### config.mk
export PLATFORM = sky130hd
export DESIGN_NAME = mem_port_sequencer
export DESIGN_NICKNAME = d
export VERILOG_FILES = /design/src/rtl/mem_port_sequencer.sv
export SDC_FILE = /design/constraint.sdc
export NUM_CORES = 1
export LEC_CHECK = 0
export CAP_MARGIN = 20
export CORE_UTILIZATION = 39
export CTS_BUF_LIST = sky130_fd_sc_hd__clkbuf_4 sky130_fd_sc_hd__clkbuf_8
export CTS_CLUSTER_SIZE = 12
export DETAILED_ROUTE_END_ITERATION = 7
export PLACE_DENSITY = 0.65
export SETUP_SLACK_MARGIN = 0.02
export SLEW_MARGIN = 40
export SYNTH_ARGS = -nofsm -noshare
export SYNTH_HDL_FRONTEND = slang
export SYNTH_SLANG_ARGS = --single-unit
### constraint.sdc
create_clock -name clk -period 2.3 [get_ports clk]
set_input_delay 0.46 -clock clk [delete_from_list [all_inputs] [get_ports clk]]
set_output_delay 0.46 -clock clk [all_outputs]
set_load 0.05 [all_outputs]
### src/rtl/mem_port_sequencer.sv
// Shared memory-port sequencer for the multicycle CPU: arbitrates fetch, data and
// exception-vector reads, steps each access through the fixed memory latency.
module mem_port_sequencer #(
   parameter int unsigned MEM_LAT = 1,
   parameter int unsigned CNT_W   = 3
) (
   input  logic       clk,
   input  logic       reset,
   input  logic       fetch_req,
   input  logic       data_req,
   input  logic       data_we,
   input  logic       exc_req,
   input  logic       exc_sel,
   output logic [1:0] iord_control,
   output logic       mem_wr,
   output logic       ir_write,
   output logic       mdr_write,
   output logic       fetch_done,
   output logic       data_done,
   output logic       exc_done,
   output logic       busy
);

   localparam logic [1:0] S_IDLE     = 2'd0;
   localparam logic [1:0] S_ACCESS   = 2'd1;
   localparam logic [1:0] S_WAIT     = 2'd2;
   localparam logic [1:0] S_COMPLETE = 2'd3;

   localparam logic [1:0] SRC_PC  = 2'b00;
   localparam logic [1:0] SRC_ALU = 2'b01;
   localparam logic [1:0] SRC_OVF = 2'b10;
   localparam logic [1:0] SRC_INV = 2'b11;

   localparam logic [CNT_W-1:0] LAT = CNT_W'(MEM_LAT);

   logic [1:0]       state_q, state_d;
   logic [1:0]       src_q, src_d;
   logic             store_q, store_d;
   logic [CNT_W-1:0] cnt_q, cnt_d;

   logic [1:0] iord_d;
   logic       mem_wr_d, ir_write_d, mdr_write_d;
   logic       fetch_done_d, data_done_d, exc_done_d, busy_d;
   logic       is_fetch, is_data, is_exc, in_complete;

   // The latched address-source code doubles as the record of which requester won.
   always_comb begin
      state_d = state_q;
      src_d   = src_q;
      store_d = store_q;
      cnt_d   = cnt_q;
      case (state_q)
         S_IDLE: begin
            if (exc_req) begin
               state_d = S_ACCESS;
               src_d   = exc_sel ? SRC_INV : SRC_OVF;
               store_d = 1'b0;
            end else if (data_req) begin
               state_d = S_ACCESS;
               src_d   = SRC_ALU;
               store_d = data_we;
            end else if (fetch_req) begin
               state_d = S_ACCESS;
               src_d   = SRC_PC;
               store_d = 1'b0;
            end
         end
         S_ACCESS: begin
            cnt_d = LAT;
            if (MEM_LAT == 0) begin
               state_d = S_COMPLETE;
            end else begin
               state_d = S_WAIT;
            end
         end
         S_WAIT: begin
            cnt_d = cnt_q - CNT_W'(1);
            if (cnt_q <= CNT_W'(1)) begin
               state_d = S_COMPLETE;
            end
         end
         S_COMPLETE: begin
            state_d = S_IDLE;
         end
         default: begin
            state_d = S_IDLE;
         end
      endcase
   end

   // Outputs are registered, so they are decoded from the next state and next latch.
   always_comb begin
      is_fetch     = (src_d == SRC_PC);
      is_data      = (src_d == SRC_ALU);
      is_exc       = src_d[1];
      in_complete  = (state_d == S_COMPLETE);
      busy_d       = (state_d != S_IDLE);
      iord_d       = busy_d ? src_d : SRC_PC;
      mem_wr_d     = (state_d == S_ACCESS) && is_data && store_d;
      ir_write_d   = in_complete && is_fetch;
      mdr_write_d  = in_complete && (is_exc || (is_data && !store_d));
      fetch_done_d = in_complete && is_fetch;
      data_done_d  = in_complete && is_data;
      exc_done_d   = in_complete && is_exc;
   end

   always_ff @(posedge clk) begin
      if (reset) begin
         state_q      <= S_IDLE;
         src_q        <= SRC_PC;
         store_q      <= 1'b0;
         cnt_q        <= '0;
         iord_control <= SRC_PC;
         mem_wr       <= 1'b0;
         ir_write     <= 1'b0;
         mdr_write    <= 1'b0;
         fetch_done   <= 1'b0;
         data_done    <= 1'b0;
         exc_done     <= 1'b0;
         busy         <= 1'b0;
      end else begin
         state_q      <= state_d;
         src_q        <= src_d;
         store_q      <= store_d;
         cnt_q        <= cnt_d;
         iord_control <= iord_d;
         mem_wr       <= mem_wr_d;
         ir_write     <= ir_write_d;
         mdr_write    <= mdr_write_d;
         fetch_done   <= fetch_done_d;
         data_done    <= data_done_d;
         exc_done     <= exc_done_d;
         busy         <= busy_d;
      end
   end

endmodule
After elaboration in Yosys (flattened, before gate mapping)
Cells that the tools add are included.
{"block": "op_classes", "addsub": 1, "eq_ne": 6, "n_bitwise": 1, "n_reduce_logical": 14, "n_lt_le_gt_ge": 1, "mux": 15}
{"operator": "two-way mux 2 bit", "count": 8}
{"operator": "case mux 2 bit (4 select lines)", "count": 1}
{"operator": "logical AND 1 bit", "count": 7}
{"operator": "== test 2 x 1 -> 1 bit (second input constant)", "count": 3}
{"operator": "== test 2 bit (second input constant)", "count": 3}
{"operator": "case mux 3 bit (2 select lines)", "count": 1}
{"operator": "two-way mux 1 bit", "count": 5}
{"operator": "zero test 2 bit", "count": 2}
{"operator": "nonzero test 2 bit", "count": 2}
{"operator": "<= comparator 3 x 1 -> 1 bit (second input constant)", "count": 1}
{"operator": "subtractor 3 x 1 -> 3 bit (second input constant)", "count": 1}
{"operator": "OR reduction 2 bit", "count": 1}
{"operator": "zero test 1 bit", "count": 1}
{"operator": "logical OR 1 bit", "count": 1}
{"operator": "NOT 1 bit", "count": 1}
{"block": "word_totals", "in_bits": 7, "output_inout_bits": 9, "regBits": 16, "word_cells": 49}

Depth between registers and ports, before layout
{"block": "depth", "depth_word": 8, "mapped_depth": 6, "mapped_depth_nobuf": 6}

Least setup slack after synthesis
No wires, ideal clock.
{"block": "synth_timing", "kind": "register to register", "from": "reg state_q[0]", "to": "reg iord_control[1]", "period_less_slack_ns": 1.475, "setup_time_ns": 0.132, "path_slack_ns": 0.825, "required_time_ns": 2.168, "path_stages_with_launch": 7, "path_buffers": 0, "arrival_ns": 1.343, "cell_sequence": "dfxtp_1 inv_1 ha_1 nor2b_1 a31o_2 a21oi_1 nor3_1"}
{"block": "synth_between", "elab_chain_cells": 7, "word_cells_on_any_way": 13, "classes_between": "3 x eq/ne; 6 x mux; 1 x bitwise; 3 x reduce/logical"}
{"item": "start: declaration", "line": "36", "text": "logic [1:0] state_q, state_d;"}
{"item": "start signal: assignment", "line": "122", "text": "state_q <= state_d;"}
{"item": "two-way mux 2 bit", "line": "62", "text": "end else if (fetch_req) begin"}
{"item": "two-way mux 2 bit", "line": "58", "text": "end else if (data_req) begin"}
{"item": "two-way mux 2 bit", "line": "54", "text": "if (exc_req) begin"}
{"item": "case mux 2 bit (4 select lines)", "line": "52", "text": "case (state_q)"}
{"item": "nonzero test 2 bit", "line": "97", "text": "busy_d = (state_d != S_IDLE);"}
{"item": "NOT 1 bit (no line)"}
{"item": "OR reduction 2 bit (no line)"}
{"item": "end signal: assignment", "line": "126", "text": "iord_control <= iord_d;"}
{"item": "end: declaration", "line": "14", "text": "output logic [1:0] iord_control,"}
Parallel ways exist; a longest one is shown, timed or not.
A chain may end at the register's enable or synchronous reset.

==> results.py <==
metrics = {
    "synth": {
        "synth-seq-cells": 16,
        "synth.top_cell.area_share": 0.480,
        "syn_inst": 74,
        "yosys_warnings": 0,
        "syn_nets": 85,
        "netlist_area_um2": 667,
        "yosys.area.top_type": "dfxtp_1",
        "synth.top_cells.by_area": "dfxtp_1 (48%), ha_1 (7.5%), nor2_1 (5.1%), inv_1 (3.9%), nand3_1 (3.8%)",
        "synth_cell_types": 26,
        "synth_area_per_cell_um2": 9.01,
        "seq_area_frac_synth": 0.480,
    },
    "die": {
        "dieWidth_um": 43.4,
        "coreArea_mm2": 0.00156,
        "dieArea_mm2": 0.00188,
        "fp.dieH_um": 43.4,
        "start_util": 0.428,
        "rows": 14,
        "ios": 16,
    },
    "worst_setup_path": {
        "slowest_stage": "clkdlybuf4s50_1",
        "path_delay_family": "buffers and inverters",
        "path_cells": "clkdlybuf4s50_1",
        "cp-start-kind": "register",
        "required_ps": 1840,
        "arrival_ps": 1400,
        "crit_type": "register to output pin",
        "worstPathMaxFanout": 2,
        "end_kind": "output pin",
        "worstPathBufferInverterCount": 1,
        "rr_startpoint": "state_q[0]$_SDFF_PP0_",
        "max_stage_delay_ps": 790,
        "critPathLaunch": "fetch_done$_SDFF_PP0_",
    },
    "place": {
        "place_hpwl_um": 890,
        "dpl-instance-area_um2": 841,
        "gp_congestion": 0.802,
        "io_buffers": 15,
        "dpl_worst_slack_ps": 333,
    },
    "worst_hold_path": {
        "holdCritStartpoint": "cnt_q[2]$_SDFFE_PP0P_",
        "hp-class": "register to register",
    },
    "cells_and_area": {
        "nFillCells": 151,
        "drive_gt1_frac": 0.0968,
        "antenna_cells": 0,
        "multi_input_area_um2": 309,
        "area_growth_syn_to_layout_pct": 31.5,
        "final_cell_mix": "dfxtp_1 (16), clkdlybuf4s50_1 (15), nor2_1 (9)",
        "final_common_cell": "dfxtp_1",
        "regArea_um2": 320,
        "finish.utilization": 0.563,
        "fin_area_um2": 877,
        "layout.nets": 105,
    },
    "route": {
        "wl_um": 1140,
        "wl_per_cell_um": 10.5,
        "ant_nets": 0,
        "vias": 548,
        "drc_errors": 2,
        "viasPerCell": 5.03,
        "dr.pass1.iters": 6,
        "first_iter_violations": 4,
    },
    "clocking": {
        "cts_sinks": 16,
        "cts-root-buf": "clkbuf_4",
        "ctsHoldBuffers": 0,
        "cts_made_buffers": 3,
        "worst_skew_pair.late_latency_ps": 280,
        "cts_resized": 0,
        "clk_pin_slew_ps": 90,
        "cts_tree": "built",
        "postCtsSetupBuffers": 0,
        "cts_htree_levels": 1,
        "cts_buffer_depth": 2,
    },
    "timing": {
        "period_share": 0.810,
        "tightest_slew_ps": 497,
        "hold_violations": 0,
        "finClkSkew_ps": 0.836,
        "rsz0062_at_grt": "no",
        "finalCriticalPeriod_ps": 1860,
        "setup_tns_ps": 0,
        "setup_slack_ps": 436,
        "max_freq_mhz": 536,
        "setup_viol": 0,
        "relSlewSlack": 0.668,
        "slew_violations": 0,
        "fin_hold_ws_ps": 541,
    },
    "power_and_ir_drop": {
        "ir_drop_mv": 0.341,
        "pwr_density_cell_mw_per_mm2": 757,
        "leakage_nw": 0.333,
    },
    "global_routing": {
        "grt_usage": 0.145,
        "antenna_found_initial": 0,
        "overflow": 0,
        "grt_max_degree": 11,
        "grt_pass1_wl_um": 2020,
        "grt_pass1_vias": 515,
    },
    "run_status": {
        "violations": "design-rule violations",
        "outcome": "complete, but fails checks",
    },
    "job": {
        "drv_cap": 0,
    },
}
==> synth_stat cells <==
library cell / count
nor3b_1: 1
and4_1: 1
nor2b_1: 3
inv_1: 7
a31oi_1: 1
nand3_1: 5
o21bai_1: 1
nand2b_1: 1
or4b_1: 1
dfxtp_1: 16
o22ai_1: 1
nor4b_2: 1
ha_1: 4
clkbuf_1: 1
and2_1: 1
buf_4: 1
o21ai_1: 2
o21ai_0: 4
nand2_1: 2
a22oi_1: 1
a21o_1: 1
a21oi_1: 4
nor2_1: 9
o221a_2: 1
nor3_1: 3
a31o_2: 1
==> state kept, by name, indices dropped and copies added, names as in the netlist <==
name / cells
cnt_q: 3
iord_control: 2
src_q: 2
state_q: 2
busy: 1
data_done: 1
exc_done: 1
fetch_done: 1
mdr_write: 1
mem_wr: 1
store_q: 1
==> cell families (layout without fill, tap and decap cells) <==
group           after synthesis  after routing  share of synthesized area
compound gates               17             17                      0.158
fa+ha+maj                     4              4                     0.0750
buf+inv                       9             28                     0.0563
flops                        16             16                      0.480
simple gates                 28             28                      0.231
==> routing by layer <==
metal | wire (um) | part of all wire | track usage
met4 | 8 | 0.0070 | 0.0750
met1 | 553 | 0.48 | 0.162
met2 | 534 | 0.47 | 0.248
met3 | 46 | 0.040 | 0.0417
met5 | 0 | 0 | 0
==> per-stage QoR <==
step           cells  power (W)
6_report         109   0.000664
3_5_place_dp     105   0.000490
3_3_place_gp     105   0.000488
2_1_floorplan     74   0.000434
4_1_cts          109   0.000671
5_1_grt          109   0.000705
==> worst min-delay path, cell delays in order, from the launching register on <==
cell and delay (ps):
dfxtp_1 340, a21oi_1 120, nor2_1 40
==> area by class of cell <==
| class | count | area share |
|---|---|---|
| Sequential cell | 16 | 0.365 |
| Clock buffer | 4 | 0.0414 |
| Tap cell | 16 | 0.0228 |
| Timing Repair Buffer | 17 | 0.188 |
| Multi-Input combinational cell | 49 | 0.352 |
| Inverter | 7 | 0.0300 |
==> final timing paths <==
path / end / slack [ps] / depth (start not counted)
max: ir_write / 440 / 1
min: cnt_q[2]$_SDFFE_PP0P_ / 540 / 2
max reg2reg: iord_control[1]$_SDFF_PP0_ / 670 / 6
min reg2reg: cnt_q[2]$_SDFFE_PP0P_ / 540 / 2
==> report_power, final <==
part           switching (W)  internal, W  total [W]
registers         0.00000844     0.000299   0.000307
logic               0.000107    0.0000699   0.000177
clock network      0.0000839    0.0000962   0.000180
Note: power is estimated with default switching activity, not from simulation.
